==> src/rtl/tone_sequencer_if.sv <==
// Control/status bundle between a game controller and the tone sequencer.
interface tone_sequencer_if;
    logic       start;
    logic [2:0] sel;
    logic       seq_end;
    logic       busy;
    logic       pwm_out;
    logic       amp_en;

    modport master (output start, sel, input seq_end, busy, pwm_out, amp_en);
    modport slave  (input start, sel, output seq_end, busy, pwm_out, amp_en);
endinterface

==> src/rtl/tone_sequencer.sv <==
// Plays short ROM-defined note sequences as a square wave on pwm_out.
// A sequence is a list of {half-period, duration-in-ticks} entries ended by dur 0.
module tone_sequencer #(
    parameter int TICK_CYCLES = 1_000_000,
    parameter int DIV_SHIFT   = 0
) (
    input  logic              clk,
    input  logic              rst,
    tone_sequencer_if.slave   bus
);

    typedef enum logic [1:0] {IDLE, LOAD, PLAY, DONE} state_t;

    localparam int TW = $clog2(TICK_CYCLES);

    state_t          state;
    logic [2:0]      curSel;
    logic [3:0]      idx;
    logic [TW-1:0]   tick;
    logic [17:0]     phase;
    logic [17:0]     halfEff;
    logic [7:0]      durLeft;
    logic            pwmReg;
    logic            busyReg;
    logic            seqEndReg;

    logic [25:0]     entry;
    logic [17:0]     entryHalf;
    logic [7:0]      entryDur;

    function automatic logic [25:0] romEntry(input logic [2:0] s, input logic [2:0] i);
        case ({s, i})
            6'o10:   romEntry = {18'd113636, 8'd5};
            6'o20:   romEntry = {18'd95556,  8'd10};
            6'o21:   romEntry = {18'd75843,  8'd10};
            6'o22:   romEntry = {18'd63776,  8'd10};
            6'o30:   romEntry = {18'd63776,  8'd15};
            6'o31:   romEntry = {18'd47778,  8'd15};
            6'o40:   romEntry = {18'd127552, 8'd10};
            6'o41:   romEntry = {18'd0,      8'd5};
            6'o42:   romEntry = {18'd191113, 8'd20};
            6'o50:   romEntry = {18'd95556,  8'd10};
            6'o51:   romEntry = {18'd75843,  8'd10};
            6'o52:   romEntry = {18'd63776,  8'd10};
            6'o53:   romEntry = {18'd47778,  8'd30};
            6'o60:   romEntry = {18'd95556,  8'd15};
            6'o61:   romEntry = {18'd127552, 8'd15};
            6'o62:   romEntry = {18'd191113, 8'd40};
            default: romEntry = 26'd0;
        endcase
    endfunction

    assign entry     = romEntry(curSel, idx[2:0]);
    assign entryHalf = entry[25:8];
    assign entryDur  = entry[7:0];

    always_ff @(posedge clk or posedge rst) begin
        if (rst) begin
            state     <= IDLE;
            curSel    <= 3'd0;
            idx       <= 4'd0;
            tick      <= '0;
            phase     <= 18'd0;
            halfEff   <= 18'd0;
            durLeft   <= 8'd0;
            pwmReg    <= 1'b0;
            busyReg   <= 1'b0;
            seqEndReg <= 1'b0;
        end else if (bus.start) begin
            // A new request always wins, including preemption of a playing note.
            curSel    <= bus.sel;
            idx       <= 4'd0;
            state     <= LOAD;
            busyReg   <= 1'b1;
            seqEndReg <= 1'b0;
            pwmReg    <= 1'b0;
        end else begin
            case (state)
                LOAD: begin
                    if (idx[3] || entryDur == 8'd0) begin
                        state     <= DONE;
                        busyReg   <= 1'b0;
                        seqEndReg <= 1'b1;
                    end else begin
                        halfEff <= entryHalf >> DIV_SHIFT;
                        durLeft <= entryDur;
                        tick    <= '0;
                        phase   <= 18'd0;
                        pwmReg  <= 1'b0;
                        state   <= PLAY;
                    end
                end
                PLAY: begin
                    if (halfEff == 18'd0) begin
                        pwmReg <= 1'b0;
                    end else if (phase == halfEff - 18'd1) begin
                        phase  <= 18'd0;
                        pwmReg <= ~pwmReg;
                    end else begin
                        phase <= phase + 18'd1;
                    end
                    // Note end overrides the toggle so LOAD always sees a low output.
                    if (tick == TW'(TICK_CYCLES - 1)) begin
                        tick <= '0;
                        if (durLeft == 8'd1) begin
                            durLeft <= 8'd0;
                            idx     <= idx + 4'd1;
                            pwmReg  <= 1'b0;
                            state   <= LOAD;
                        end else begin
                            durLeft <= durLeft - 8'd1;
                        end
                    end else begin
                        tick <= tick + 1'b1;
                    end
                end
                default: ;
            endcase
        end
    end

    assign bus.busy    = busyReg;
    assign bus.amp_en  = busyReg;
    assign bus.seq_end = seqEndReg;
    assign bus.pwm_out = pwmReg;

endmodule

==> src/flat_wrapper.sv <==
// flat-port wrapper written by rule: the top's interface ports become plain ports
module tone_sequencer_flat 
#(
    parameter int TICK_CYCLES = 1_000_000,
    parameter int DIV_SHIFT   = 0
)
  (clk, rst, bus_start, bus_sel, bus_seq_end, bus_busy, bus_pwm_out, bus_amp_en);
  tone_sequencer_if bus_i ();
  input  logic clk;
  input  logic rst;
  input wire logic [$bits(bus_i.start)-1:0] bus_start;
  input wire logic [$bits(bus_i.sel)-1:0] bus_sel;
  output wire logic [$bits(bus_i.seq_end)-1:0] bus_seq_end;
  output wire logic [$bits(bus_i.busy)-1:0] bus_busy;
  output wire logic [$bits(bus_i.pwm_out)-1:0] bus_pwm_out;
  output wire logic [$bits(bus_i.amp_en)-1:0] bus_amp_en;
  assign bus_i.start = bus_start;
  assign bus_i.sel = bus_sel;
  assign bus_seq_end = bus_i.seq_end;
  assign bus_busy = bus_i.busy;
  assign bus_pwm_out = bus_i.pwm_out;
  assign bus_amp_en = bus_i.amp_en;
  tone_sequencer #(.TICK_CYCLES(TICK_CYCLES), .DIV_SHIFT(DIV_SHIFT)) u_core (.clk(clk), .rst(rst), .bus(bus_i));
endmodule
==> config.mk <==
export PLATFORM = sky130hd
export DESIGN_NAME = tone_sequencer_flat
export DESIGN_NICKNAME = d
export VERILOG_FILES = /design/src/rtl/tone_sequencer_if.sv /design/src/rtl/tone_sequencer.sv /design/src/flat_wrapper.sv
export SDC_FILE = /design/constraint.sdc
export NUM_CORES = 1
export LEC_CHECK = 0
export ABC_CLOCK_PERIOD_IN_PS = 4200
export CAP_MARGIN = 10
export CORE_UTILIZATION = 60
export DETAILED_ROUTE_END_ITERATION = 8
export PLACE_DENSITY = 0.77
export SYNTH_ARGS = -nofsm -noshare
export SYNTH_HDL_FRONTEND = slang
export SYNTH_SLANG_ARGS = --single-unit
export TNS_END_PERCENT = 100
==> constraint.sdc <==
create_clock -name clk -period 4.2 [get_ports clk]
set_clock_uncertainty 0.1 [all_clocks]
set_input_delay 0.42 -clock clk [delete_from_list [all_inputs] [get_ports clk]]
set_output_delay 0.42 -clock clk [all_outputs]
set_load 0.1 [all_outputs]
## Yosys cells after proc, flatten, opt, wreduce, memory -nomap -nowiden

Memory sizes are Yosys's and may differ from the RTL's.
Cells that the tools add are included.

| storage, ports and cells | value |
|---|---|
| flip-flop bits (word level) | 76 |
| bits in latches | 0 |
| RAM bits | 0 |
| memory bits (read-only) | 1,472 |
| bits of input ports | 6 |
| output and inout bits | 4 |
| word-level logic and storage cells | 81 |
| memories kept | 1 |

Memories:

| memory | depth | bits a word | read ports | clocked after Yosys merged registers in | write ports | line | source |
|---|---|---|---|---|---|---|---|
| (no name shown) | 64 | 23 | 1 | 0 | 0 | tone_sequencer.sv:32 | `case ({s, i})` |

| cells by class | value |
|---|---|
| add/sub/neg operators | 5 |
| multiply operators | 0 |
| divide/modulo/power cells | 0 |
| $lt $le $gt $ge | 0 |
| eq/ne operators | 11 |
| shift operators | 0 |
| mux-type cells | 33 |
| bitwise gates (word level) | 3 |
| reduce and logical (&&, ||, !) cells | 18 |

Operators with widths:

| cell | count |
|---|---|
| $mux W18 | 3 |
| $mux W20 | 2 |
| $pmux W20 S2 | 1 |
| $pmux W18 S2 | 1 |
| $mux W8 | 3 |
| $add A20 B1 Y20 const B | 1 |
| $eq A20 B20 Y1 const B | 1 |
| $add A18 B1 Y18 const B | 1 |
| $eq A18 B18 Y1 | 1 |
| $logic_not A18 Y1 | 1 |
| $sub A18 B1 Y18 const B | 1 |
| $mux W4 | 4 |
| $pmux W8 S2 | 1 |
| $mux W1 | 13 |
| $reduce_and A3 Y1 | 4 |
| $reduce_bool A2 Y1 | 6 |
| $eq A8 B1 Y1 const B | 1 |
| $logic_not A8 Y1 | 1 |
| $reduce_and A4 Y1 | 2 |
| $sub A8 B1 Y8 const B | 1 |
| $mux W2 | 3 |
| $ne A3 B2 Y1 const B | 2 |
| $add A4 B1 Y4 const B | 1 |
| $ne A2 B2 Y1 const B | 2 |
| 10 further kinds | 13 |

## Longest topological paths before layout

| depth | value |
|---|---|
| word-level depth | 8 |
| mapped depth | 13 |
| depth with buffers taken out | 9 |

## Least setup slack after synthesis

Ideal clock, no wire load.

| timing path | value |
|---|---|
| kind | reg-to-reg |
| from | reg u_core.idx[1] |
| to | reg u_core.durLeft[3] |
| library setup time | 121 ps |
| arrival time | 2,774 ps |
| required time | 3,979 ps |
| setup slack | 1,205 ps |
| stages on the path, launching flop included | 12 |
| period minus slack after synthesis | 2,995 ps |
| cell sequence | dfrtp_1 -> inv_1 -> ha_1 -> nor2b_1 -> o211a_1 -> a221o_1 -> or3_1 -> clkbuf_1 -> and4b_1 -> clkbuf_1 -> clkbuf_1 -> a22o_1 |

| on the way | value |
|---|---|
| longest elaborated chain between the ends | 5 |
| elaborated cells between the ends (all ways) | 7 |
| those cells by class | eq/ne: 1; mux: 2; reduce/logical: 3; memory: 1 |

Ends and longest elaborated chain:

| what | line | source |
|---|---|---|
| start, declared | tone_sequencer.sv:18 | `logic [3:0] idx;` |
| start signal, assigned | tone_sequencer.sv:107 | `idx <= idx + 4'd1;` |
| $mem_v2 Z64 W23 * | - |  |
| $logic_not A8 Y1 | tone_sequencer.sv:80 | `if (idx[3] \|\| entryDur == 8'd0) begin` |
| $logic_or A1 B1 Y1 | tone_sequencer.sv:80 |  |
| $ne A2 B2 Y1 (no line) | - |  |
| $reduce_and A4 Y1 (no line) | - |  |
| end signal, assigned | tone_sequencer.sv:86 | `durLeft <= entryDur;` |
| end signal, assigned | tone_sequencer.sv:111 | `durLeft <= durLeft - 8'd1;` |
| end, declared | tone_sequencer.sv:22 | `logic [7:0] durLeft;` |

Every way passes the cells marked *; elsewhere a longest branch is shown, timed or not. The select of a mux whose other input is x is not followed.
A chain may end at the register's enable or synchronous reset.

## Final worst setup path

| timing path | value |
|---|---|
| from | reg u_core.idx[1] |
| to | reg u_core.durLeft[7] |

| on the way | value |
|---|---|
| longest elaborated chain between the ends | 5 |

Ends and longest elaborated chain:

| what | line |
|---|---|
| $mem_v2 Z64 W23 | - |
| $logic_not A8 Y1 | tone_sequencer.sv:80 |
| $logic_or A1 B1 Y1 | tone_sequencer.sv:80 |
| $ne A2 B2 Y1 (no line) | - |
| $reduce_and A4 Y1 (no line) | - |

Every way passes these cells.

==> summary.md <==
| Metric | Value |
|---|---|
| Outcome | `finished, final reports clean` |
| Number of synthesized flops with an enable pin | `0` |
| Synth cell count leaders | `73 x dfrtp_1, 52 x nand2_1, 46 x nor2_1` |
| Sequential share of the synthesized area | `37.2%` |
| Grt total ovfl | `0` |
| Setup repair bufs after CTS | `0` |
| Clock Pin Slew Worst Setup and Hold Paths | `80 ps` |
| Switching share of power | `38.9%` |
| # rows | `32` |
| Synth Flop Type | `dfrtp_1` |
| Syn_nets | `598` |
| Worst hold path class | `reg -> reg` |
| Combinational share of power | `35.1%` |
| H-tree Lvls | `3` |
| Gr usage total | `27.7%` |
| Vias | `4299` |
| Die width | `92.4 µm` |
| Max-Cap Viols | `0` |
| Synthesis-stage register bit count | `73` |
| Hold_buf cts | `0` |
| RSZ-0062 raised after global routing | `no` |
| Antenna violations before repair | `0` |
| Clk Latency, worst-skew pair | `350 ps` |
| Post-Syn Area | `4910 µm²` |
| TritonCTS clock tree | `built` |
| Reg power frac | `40.7%` |
| Met2 usage | `42.7%` |
| WS Path Type | `reg -> reg` |
| DRT antenna net count | `0` |
| Most area-hungry cell type in the Yosys netlist | `dfrtp_1` |
| Count leader, synth | `dfrtp_1` |
| CTS root buffer | `clkbuf_8` |
| Vias/cell | `6.34` |
| Pleak | `0.00223 µW` |
| Final Hold Vio Count | `0` |
| CTS max path bufs | `2` |
| Fin worst setup slack | `553 ps` |
| Slew HR | `30.5%` |
| Total power | `2310 µW` |
| Register Area | `1830 µm²` |
| CP arrival | `3780 ps` |
| Power per standard cell area | `441 nW/µm²` |
| CORE AREA | `7810 µm²` |
| Final GP Congestion | `0.909` |
| Final instance area | `5230 µm²` |
| Worst setup EP type | `flip-flop` |
| Worst vdd ir | `0.293 mV` |
| Worst EP required | `4330 ps` |
| Vias in the first global route | `3881` |
| Mapped Cells | `577` |
| Netlist cell types | `63` |
| Share of post-route cells with drive strength above 1 | `6.60%` |
| 1st-pass router iterations | `5` |
| Crit path launch | `u_core.idx[1]$_DFFE_PP0P_` |
| Die area | `8540 µm²` |
| Pins Over Slew Limit | `0` |
| DR DRC count | `0` |
| Fin crit period | `3650 ps` |
| TritonCTS Buffers | `9` |
| Final period util | `86.8%` |
| # fillers | `662` |
| Antenna cell count | `0` |
| Synth top area share | `37.2%` |
| Int Pwr | `1410 µW` |
| Hold_sp | `u_core.tick[0]$_DFFE_PP0P_` |
| Power share of the clock group | `24.2%` |
| Worst-path fanout max | `19` |
| Top Ports | `10` |
| Startpoint Class | `flip-flop` |
| Setup WS pre-CTS | `693 ps` |
| Multi-input gate area | `2840 µm²` |
| Area after DPL | `5030 µm²` |
| Synthesized area per cell | `8.50 µm²` |
| Chip height | `92.4 µm` |
| Met3 GRT Util | `5.91%` |
| Number of port buffers | `9` |
| Fin nets | `593` |
| Synth area leaders | `dfrtp_1 37%, xor2_1 4.8%, nand2_1 4.0%` |
| Final WL | `11.3 mm` |
| Post-CTS sizing | `0` |
| Setup TNS | `0 ps` |
| Initial core utilization | `62.8%` |
| Largest net degree at the start of global routing | `51` |
| GRT met1 Usage | `39.4%` |
| First-pass GRT wire length | `18.7 mm` |
| Post-DP HPWL | `8.05 mm` |
| Clock sink count | `73` |
| Switching pwr | `898 µW` |
| Area delta synth->final | `6.55%` |
| Synthesis warning total | `0` |
| R2R Path Start | `u_core.idx[1]$_DFFE_PP0P_` |
| Worst Tran Pin Value | `1040 ps` |
| Peak Freq | `274 MHz` |
| Ys async rst share | `100%` |
| Wire per inst | `16.6 µm` |
| Most used routing layer | `met2` |
| Endpoints failing setup | `0` |
| Initial DRC count | `330` |
-- kinds of logic after synthesis --
logic type	share of synthesized area, %
adders and majority gates	3.83
and+or+nand+nor	27.6
xor gates and xnor gates	7.86
muxes	1.76
buffers and inverters	4.95
AOI/OAI and AO/OA	16.8
DFF	37.2
-- power groups by stage --
stage	Combinational, µW	Sequential, µW	Clock (µW)
after floorplan	671	909	0
after global placement	780	945	0
after detailed placement	798	949	0
after CTS	804	936	564
after global routing	897	954	596
final	809	939	559
-- per-layer routing --
layer	part of all wire, %	routed length, µm	vias up
met5	0	0	-
met4	1.6	177	0
met3	5.8	649	23
met2	46	5170	146
met1	47	5270	2072
li1	-	-	2058
-- final cells by class --
type,instances,area share (%)
well taps,102,2.44
multi-input cells,448,54.4
clock inverters,3,0.766
repair buffers,17,2.87
flip-flops and latches,73,34.9
inverters,23,1.65
clock buffers,12,2.97
-- critical path, stage by stage, from the launching register on --
cell,delay [ps]
dfrtp_1,480
inv_1,190
ha_1,310
nor2b_1,320
o211a_1,270
a221o_1,230
or3_1,550
and4b_1,620
o21ai_0,190
a22o_1,260
-- placed cells by master (no fill, tap or decap), types with 5 or more instances in the layout --
cell / n
mux2_2: 5
a31oi_1: 7
nor3b_1: 6
nand2b_1: 6
o22ai_1: 5
dfrtp_1: 73
nand3_1: 25
and3_1: 15
o21ai_0: 20
nor4_1: 12
nor2b_1: 10
buf_4: 8
or3_1: 9
clkbuf_8: 11
nand4_1: 9
nand2_1: 52
nor3_1: 12
a21oi_1: 37
or4_1: 9
xor2_1: 27
ha_1: 15
o21ai_1: 23
inv_1: 21
a22o_1: 6
o31ai_1: 10
and2_1: 11
nor2_1: 46
clkdlybuf4s50_1: 9
xnor2_1: 17
-- through the flow --
step                      cells  util [%]  hold WS, ps
after floorplan             577         -          364
after global placement      663      64.5          382
after detailed placement    663      64.5          386
after CTS                   678      67.0          398
after global routing        678      67.0          415
final                       678      67.0          402
-- registers in the layout, indices dropped and copies added, names as in the netlist --
| name | count |
|---|---|
| u_core.phase | 18 |
| u_core.bus.amp_en | 1 |
| u_core.state | 2 |
| u_core.curSel | 3 |
| u_core.bus.seq_end | 1 |
| u_core.idx | 4 |
| u_core.bus.pwm_out | 1 |
| u_core.halfEff | 15 |
| u_core.durLeft | 8 |
| u_core.tick | 20 |
-- worst paths after layout --
check                                                endpoint  slack, ps  cells after the start
worst max register to register  u_core.durLeft[7]$_DFFE_PP0P_        550                      9
worst max-delay path            u_core.durLeft[7]$_DFFE_PP0P_        550                      9
max in group asynchronous       u_core.durLeft[0]$_DFFE_PP0P_       2540                      3
worst min register to register     u_core.tick[0]$_DFFE_PP0P_        400                      1
min in group asynchronous         u_core.tick[12]$_DFFE_PP0P_        540                      2
worst min-delay path               u_core.tick[0]$_DFFE_PP0P_        400                      1
(Power assumes the default switching activity.)
==> variant: new RTL, same flow settings <==
`TICK_CYCLES` is set to 1_000_000 in 2 places; all go to 500_000.
--- a/src/rtl/tone_sequencer.sv
+++ b/src/rtl/tone_sequencer.sv
@@ -1,7 +1,7 @@
 // Plays short ROM-defined note sequences as a square wave on pwm_out.
 // A sequence is a list of {half-period, duration-in-ticks} entries ended by dur 0.
 module tone_sequencer #(
-    parameter int TICK_CYCLES = 1_000_000,
+    parameter int TICK_CYCLES = 500_000,
     parameter int DIV_SHIFT   = 0
 ) (
     input  logic              clk,
--- a/src/flat_wrapper.sv
+++ b/src/flat_wrapper.sv
@@ -1,7 +1,7 @@
 // flat-port wrapper written by rule: the top's interface ports become plain ports
 module tone_sequencer_flat 
 #(
-    parameter int TICK_CYCLES = 1_000_000,
+    parameter int TICK_CYCLES = 500_000,
     parameter int DIV_SHIFT   = 0
 )
   (clk, rst, bus_start, bus_sel, bus_seq_end, bus_busy, bus_pwm_out, bus_amp_en);
Behaviour: same outputs for any inputs over 4 cycles, from zero or initial values and one cycle with rst high; that may be too few to reach the edited logic, so the function may still have changed.
==> variant against the original RTL <==
  * Total power is 0.68% higher
  * Final cell count is 4.1% higher
  * Combinational power is 1% higher
  * Area after synthesis is 2.3% higher
  * Count of clock-buffer cells in the layout is 1 lower
  * Worst setup slack hardly changed
  * Critical path depth stayed put
  * Cell area is 2.1% higher
  * Wire length is 5.5% higher
  * Sequential cell count is 1 lower
==> variant: results (changes against the original RTL) <==
| Metric | Value |
|---|---|
| Met2 GRT Util | `45.8% (+3.2 points)` |
| Global-route wire length before repair | `20,000 um (+6.9%)` |
| Worst slew margin | `34.9% (+4.3 points)` |
| Nets | `618 (+4.2%)` |
| DR WL met3 | `529 um (-18%)` |
| Internal power | `1.41 mW (about the same)` |
| Internal reg-to-reg setup slack | `550 ps (about the same)` |
| Number of global-route vias before repair | `4,140 (+6.7%)` |
| Root buf cell | `clkbuf_8` |
| Synth async-reset ratio | `100% (unchanged)` |
| Post-CTS Setup Inserts | `0 (unchanged)` |
| Hpwl dp | `8440 um (+4.8%)` |
| IO Port Bufs | `9 (unchanged)` |
| M1 WL | `5520 um (+4.7%)` |
| Worst path slowest cell | `or4b_2` |
| GRT met1 Usage | `39.6% (+0.23 points)` |
| Commonest cells in the netlist | `72 x dfrtp_1, 63 x nor2_1, 56 x nand2_1, 53 x o21ai_0, 25 x inv_1` |
| Main area contributors after synthesis | `dfrtp_1 36%, o21ai_0 5.3%, nor2_1 4.7%` |
| Vias | `4,466 (+3.9%)` |
| Top reg by flops | `u_core.tick` |
| Max incr delay on CP | `700 ps (+80 ps)` |
| GRT met3 Usage | `3.90% (-2.0 points)` |
| Seq/Total Area, Yosys | `35.9% (-1.4 points)` |
| R2R depth | `9 (unchanged)` |
| Critical Path Fanout Max | `11 (-8)` |
| DRT iter0 DRCs | `309 (-6.4%)` |
| Post-CTS sizing | `0 (unchanged)` |
| Status | `finished clean` |
| Total Routing Usage GR | `29.0% (+1.3 points)` |
| Cell Count, Final, Fillers Out | `706 (+4.1%)` |
| TritonRoute pass-1 iters | `5 (unchanged)` |
| Biggest regs | `u_core.tick: 19 flops, u_core.phase: 18 flops, u_core.halfEff: 15 flops` |
| Worst hold-check path type | `input pin to asynchronous set/reset pin` |
| Leak | `2.15 nW (-3.4%)` |
| Number of distinct library cells after synthesis | `71 (+13%)` |
| Worst skew pair latency | `360 ps` |
| Syn Inst Count | `601 (+4.2%)` |
| FF-to-FF End | `u_core.phase[17]` |
| Proportion of layout cells with a drive suffix above 1 | `8.49% (+1.9 points)` |
| Delay-heaviest family, CP | `simple AND/OR/NAND/NOR gates` |
| Pin count of the biggest net entering global routing | `33 (-35%)` |
| Htree depth | `3 (unchanged)` |
| Peak supply drop | `0.000340 V (+16%)` |
| Cells after DPL | `691 (+4.2%)` |
| GPL Wtd Cong | `0.925 (+1.7%)` |
| Critical Setup Path Class | `flip-flop to flip-flop` |
| CP Data Arrival Time | `3780 ps (about the same)` |
| Filler cell count | `692 (+4.5%)` |
| Met2 wire length | `5530 um (+6.9%)` |
| Yosys warns | `0 (unchanged)` |
| Final WL | `11,900 um (+5.5%)` |
-- variant: power groups by stage --
stage | clock, mW | combinational, mW | sequential (mW)
4_1_cts | 0.553 | 0.811 | 0.953
3_5_place_dp | 0 | 0.806 | 0.965
2_1_floorplan | 0 | 0.661 | 0.909
5_1_grt | 0.586 | 0.905 | 0.976
3_3_place_gp | 0 | 0.782 | 0.960
6_report | 0.548 | 0.819 | 0.957
-- variant: worst min path at each step --
stage | from | to | slack, ps | depth (start not counted)
detailed placement | u_core.tick[18] | u_core.tick[18] | 370 | 1
global placement | u_core.tick[18] | u_core.tick[18] | 370 | 1
finish | rst | u_core.tick[13] | 270 | 2
floorplan | u_core.tick[18] | u_core.tick[18] | 340 | 1
global route | rst | u_core.tick[13] | 320 | 2
CTS | rst | u_core.tick[13] | 280 | 2
-- variant: layout make-up --
cell class                 instances  share of cell area [%]
multi-input combinational        470                    55.4
sequential                        72                    33.8
timing repair buffer              19                    3.10
clock buffer                      11                    2.46
tap                              105                    2.46
inverter                          25                    1.76
clock inverter                     4                    1.03
-- variant: kinds of logic (layout without fill, tap and decap cells) --
group / Yosys count / count (layout) / synth area share [%]
flops: 72 / 72 / 35.9
xor+xnor: 25 / 25 / 4.36
mux: 13 / 13 / 2.84
buf+inv: 59 / 59 / 5.23
compound gates: 154 / 154 / 19.8
fa+ha+maj: 15 / 15 / 3.74
simple gates: 263 / 263 / 28.2
-- variant: stage by stage --
step           power (mW)  setup WS (ps)  hold WS, ps  area, um^2
6_report             2.32            553          273        5340
5_1_grt              2.47            298          325        5340
4_1_cts              2.32            590          285        5340
3_5_place_dp         1.77            614          366        5150
3_3_place_gp         1.74            794          368        5150
2_1_floorplan        1.57           1150          337        5020
